### config.mk
export PLATFORM = sky130hd
export DESIGN_NAME = logic_pipe
export DESIGN_NICKNAME = d
export VERILOG_FILES = /design/src/rtl/logic_pkg.sv /design/src/rtl/logic_stage.sv /design/src/rtl/logic_pipe.sv
export SDC_FILE = /design/constraint.sdc
export NUM_CORES = 1
export LEC_CHECK = 0
export ABC_CLOCK_PERIOD_IN_PS = 2000
export CAP_MARGIN = 10
export CORE_MARGIN = 1.5
export CORE_UTILIZATION = 55
export CTS_BUF_LIST = sky130_fd_sc_hd__clkbuf_4 sky130_fd_sc_hd__clkbuf_8
export DETAILED_ROUTE_END_ITERATION = 7
export PLACE_DENSITY = 0.95
export REMOVE_ABC_BUFFERS = 1
export SYNTH_ARGS = -nofsm -noshare
export SYNTH_HDL_FRONTEND = slang
export SYNTH_SLANG_ARGS = --single-unit
### constraint.sdc
create_clock -name clk -period 2 [get_ports clk]
set_input_delay 0.2 -clock clk [delete_from_list [all_inputs] [get_ports clk]]
set_output_delay 0.2 -clock clk [all_outputs]
set_load 0.05 [all_outputs]
### src/rtl/logic_pkg.sv
`default_nettype none
// ============================================================================
//  Module   : logic_pkg
//  Purpose  : Shared opcode encodings for the logic_pipe ALU decode.
//  Revision : 1.0  initial release
// ============================================================================
package logic_pkg;

  localparam int OP_W = 2;

  // Bitwise operation selected by the 2-bit opcode
  typedef enum logic [OP_W-1:0] {
    OP_AND  = 2'b00,
    OP_OR   = 2'b01,
    OP_XOR  = 2'b10,
    OP_NAND = 2'b11
  } op_e;

endpackage
`default_nettype wire

### src/rtl/logic_stage.sv
`default_nettype none
// ============================================================================
//  Module   : logic_stage
//  Purpose  : One pipeline slot: a valid flag plus a WIDTH-bit data register,
//             both updated only when the slot advances.
//  Revision : 1.0  initial release
// ============================================================================
module logic_stage import logic_pkg::*; #(
  parameter int WIDTH = 8
) (
  input  logic             clk,
  input  logic             rst_n,
  input  logic             advance,
  input  logic             in_valid,
  input  logic [WIDTH-1:0] in_data,
  output logic             valid,
  output logic [WIDTH-1:0] data
);

  // Valid flag follows the upstream valid whenever this slot advances
  always_ff @(posedge clk or negedge rst_n) begin
    if (!rst_n) begin
      valid <= 1'b0;
    end else if (advance) begin
      valid <= in_valid;
    end
  end

  // Data loads only when a valid item actually moves in; bubbles leave it untouched
  always_ff @(posedge clk or negedge rst_n) begin
    if (!rst_n) begin
      data <= '0;
    end else if (advance && in_valid) begin
      data <= in_data;
    end
  end

endmodule
`default_nettype wire

### src/rtl/logic_pipe.sv
`default_nettype none
// ============================================================================
//  Module   : logic_pipe
//  Purpose  : DEPTH-stage valid/ready pipeline computing AND/OR/XOR/NAND of two
//             WIDTH-bit operands; the operation is evaluated in stage 0 and
//             the result is carried unchanged through the remaining stages.
//  Revision : 1.0  initial release
// ============================================================================
module logic_pipe import logic_pkg::*; #(
  parameter int WIDTH = 8,
  parameter int DEPTH = 2
) (
  input  logic             clk,
  input  logic             rst_n,
  input  logic             in_valid,
  output logic             in_ready,
  input  logic [WIDTH-1:0] data1,
  input  logic [WIDTH-1:0] data2,
  input  logic [1:0]       opcode,
  output logic             out_valid,
  input  logic             out_ready,
  output logic [WIDTH-1:0] result,
  output logic             zero
);

  function automatic logic [WIDTH-1:0] logic_op(
    input logic [WIDTH-1:0] a,
    input logic [WIDTH-1:0] b,
    input logic [1:0]       op
  );
    case (op)
      OP_AND:  logic_op = a & b;
      OP_OR:   logic_op = a | b;
      OP_XOR:  logic_op = a ^ b;
      default: logic_op = ~(a & b);
    endcase
  endfunction

  logic [DEPTH-1:0] valid;
  logic [DEPTH-1:0] adv;
  logic [DEPTH-1:0] stage_in_valid;
  logic [WIDTH-1:0] data          [DEPTH];
  logic [WIDTH-1:0] stage_in_data [DEPTH];
  logic [WIDTH-1:0] op_result;

  assign op_result = logic_op(data1, data2, opcode);

  // Advance chain: a slot moves when it is empty or its successor moves;
  // the last slot moves when the consumer is ready. Evaluated tail-first.
  always_comb begin
    adv = '0;
    adv[DEPTH-1] = !valid[DEPTH-1] || out_ready;
    for (int k = DEPTH - 2; k >= 0; k--) begin
      adv[k] = !valid[k] || adv[k+1];
    end
  end

  for (genvar k = 0; k < DEPTH; k++) begin : g_stage
    if (k == 0) begin : g_head
      assign stage_in_valid[k] = in_valid;
      assign stage_in_data[k]  = op_result;
    end else begin : g_tail
      assign stage_in_valid[k] = valid[k-1];
      assign stage_in_data[k]  = data[k-1];
    end

    logic_stage #(
      .WIDTH (WIDTH)
    ) u_stage (
      .clk      (clk),
      .rst_n    (rst_n),
      .advance  (adv[k]),
      .in_valid (stage_in_valid[k]),
      .in_data  (stage_in_data[k]),
      .valid    (valid[k]),
      .data     (data[k])
    );
  end

  // Outputs are forced to zero whenever the last slot is empty
  assign in_ready  = adv[0];
  assign out_valid = valid[DEPTH-1];
  assign result    = out_valid ? data[DEPTH-1] : '0;
  assign zero      = out_valid && (data[DEPTH-1] == '0);

endmodule
`default_nettype wire
==> flow_metrics.py <==
metrics = {
    "global_routing": {
        "overall_overflow_remaining_after_global_route": 0,
        "vias_in_the_first_global_route": 1080,
        "antenna_violations_before_repair": 0,
        "grt_max_degree": 21,
        "wire_length_of_the_first_global_routing_pass_um": 4520,
        "globalRouteTotalUtil_pct": 22.7,
    },
    "run_status": {
        "run_status": "completed",
    },
    "synth": {
        "synthesis.area_um2": 1320,
        "synthCells": 134,
        "netlist_top_cells_area": "dfrtp_1, ha_1, mux2_2",
        "synth_top_family_by_area": "multiplexers",
        "flop_and_latch_count_out_of_synthesis": 18,
        "synthDominantAreaCellType": "dfrtp_1",
        "synth.top_cell.area_share_pct": 34.2,
        "ys.warnings.count": 0,
        "synth_simple_gate_area_share_pct": 13.0,
        "synth_cell_type_count": 27,
        "synth_seq_area_share_pct": 34.2,
        "synthesized_area_fraction_occupied_by_ao_oa_aoi_and_oai_cells_pct": 13.5,
        "syn-mean-instance-area_um2": 9.83,
        "synth-adder-area-share_pct": 15.2,
        "post_synth_xor_area_fraction_pct": 0,
        "muxShareOfSynthArea_pct": 16.3,
    },
    "run": {
        "cap_viol_max_count": 0,
    },
    "clock_network": {
        "clockBufferDepth": 2,
        "inserted_clock_buffers": 3,
        "cts-root-buf": "clkbuf_4",
        "tritoncts": "done",
        "cts.sinks": 18,
        "insertion_delay_of_the_later_clocked_pin_in_the_worst_skew_pair_ps": 300,
        "cts_post_setup_buffers_inserted": 0,
        "cts-hold-fix-buffers": 0,
        "clkSlewWorstSetupHoldPaths_ps": 100,
        "cts.htree.levels": 1,
    },
    "sta": {
        "fmax_mhz": 520,
        "rsz_0062_raised_after_global_routing": "no",
        "max-slew-margin-rel_pct": 64.3,
        "setup_viol": 0,
        "finalClockSkew_ps": 1.79,
        "drv_slew": 0,
        "worst_slew_pin_tran_ps": 534,
        "period_utilisation_layout_pct": 96.2,
        "fin_crit_ps": 1920,
        "timing.final.hold_violations": 0,
        "final_critical_path_setup_slack_ps": 75.9,
    },
    "finish": {
        "nFillCells": 148,
        "nets": 206,
        "seq_area_um2": 450,
        "layout.cells.most_common": "clkdlybuf4s50_1",
        "layout-area-overhead-vs-synth_pct": 32.3,
        "multi_input_comb_area_um2": 773,
        "non_filler_instances": 195,
        "layout-drive-gt1-share_pct": 18.0,
        "diodes_inserted": 0,
        "final_cell_mix": "clkdlybuf4s50_1, inv_1, dfrtp_1",
    },
    "critical_path": {
        "cp_slowest_cell": "or4_4",
        "critical_path.reg2reg.endpoint": "g_stage[0].u_stage.data[0]",
        "worst-r2r-setup-slack_ps": 580,
        "setup.worst_path.end_class": "output pin",
        "worst_r2r_path_depth": 4,
        "critical_path_arrival_ps": 1720,
        "crit_path_max_fanout": 3,
        "cp_data_required_time_ps": 1800,
        "worst-path-buf-inv": 1,
        "timing.critical_path.cells": "or4_4, nor4_4, buf_12",
        "worst_path_top_cell_family_by_delay": "simple AND/OR/NAND/NOR gates",
        "worst_setup_path_start_kind": "flop",
        "timing.rr.start": "g_stage[1].u_stage.valid",
        "cp_num_cells": 3,
        "critical_path_class": "reg2out",
        "critical_path.max_stage_delay_ps": 550,
    },
    "floorplanning": {
        "die_area_um2": 2700,
        "initial_utilization_pct": 59.0,
        "coreArea_um2": 2230,
        "die-width_um": 51.9,
        "row_count": 17,
        "pin_count": 33,
        "die_y_um": 51.9,
    },
    "route": {
        "final_antenna_net_count": 0,
        "drt-pass1-iter-count": 4,
        "detail_route.vias_per_cell": 5.45,
        "drc_errors": 0,
        "num_vias": 1062,
        "avgRoutedWirePerCell_um": 13.1,
        "number_of_drc_violations_after_detailed_routing_iteration_0": 23,
        "postRouteWirelength_um": 2560,
    },
    "pwr": {
        "total_leakage_power_nw": 0.904,
        "vdd_ir_drop_max_v": 0.000426,
        "powerDensity_nw_per_um2": 726,
    },
    "placed_design": {
        "port_buffers": 32,
        "hpwl_um": 2120,
        "place.detailed.instances": 191,
        "place.gp.congestion": 0.739,
        "preCtsSetupSlack_ps": 313,
    },
    "worst_hold_path": {
        "hold_path_class": "in2async",
    },
}
==> layer usage <==
| layer | global-route usage (%) | routed length, µm |
|---|---|---|
| met5 | 0 | 0 |
| met1 | 24.4 | 976 |
| met2 | 42.8 | 1400 |
| met3 | 3.45 | 114 |
| met4 | 10.5 | 61 |
==> kinds of logic after synthesis <==
family,after synthesis
AOI/OAI and AO/OA,29
and+or+nand+nor,27
buffers and inverters,24
muxes,20
DFF,18
adders and majority gates,16
==> cell type report <==
type	instances	share of cell area [%]
multi-input combinational	92	44.4
sequential	18	25.8
timing repair buffer	34	21.3
inverter	19	4.38
clock buffer	4	2.08
tap	28	2.01
==> synthesized netlist by cell type (all sizes together) <==
master  number
dfrtp       18
mux2i        8
a211o        1
buf          4
nand2b       2
o21ai       12
nor2         1
or2          3
and2         8
nor4         1
nand2        7
clkbuf       1
ha          16
a21oi        5
and3b        1
o211ai       4
a41oi        1
o31ai        6
inv         18
clkinv       1
nor2b        3
mux2        12
or4          1
==> registers in the layout, summed over array words and instances, names as in the netlist <==
name	cells
g_stage.u_stage.data	16
g_stage.u_stage.valid	2
==> worst max-delay path by stage <==
stage | start | to | slack, ps
2_1_floorplan | g_stage[1].u_stage.data[4] | zero | -20
3_3_place_gp | data1[7] | g_stage[0].u_stage.data[7] | 370
3_5_place_dp | data1[0] | g_stage[0].u_stage.data[0] | 310
4_1_cts | g_stage[1].u_stage.valid | result[6] | 0.04
5_1_grt | g_stage[1].u_stage.data[4] | zero | 2
6_report | g_stage[1].u_stage.data[4] | zero | 80
==> power by group <==
group	total (mW)	internal, mW	switching, mW
Clock	0.224	0.111	0.113
Combinational	0.540	0.237	0.303
Sequential	0.502	0.441	0.0608
==> repair_timing <==
| action | 4_1_cts | 5_1_grt |
|---|---|---|
| hold endpoints to repair | 0 | 0 |
| endpoints found under the setup margin | 2 | 7 |
| cloned | 0 | 0 |
| resized for setup | 2 | 7 |
==> per-stage QoR <==
step	utilization, %	cell area, µm²	TNS, ps	power (mW)	hold WS (ps)
after CTS	77.3	1730	0	1.28	216
after global placement	75.3	1680	0	1.03	478
after floorplan	-	1290	-21.4	0.842	-95.6
after detailed placement	75.3	1680	0	1.05	495
final	78.0	1740	0	1.27	218
after global routing	78.0	1740	0	1.34	233
Note: power is estimated with default switching activity, not from simulation.
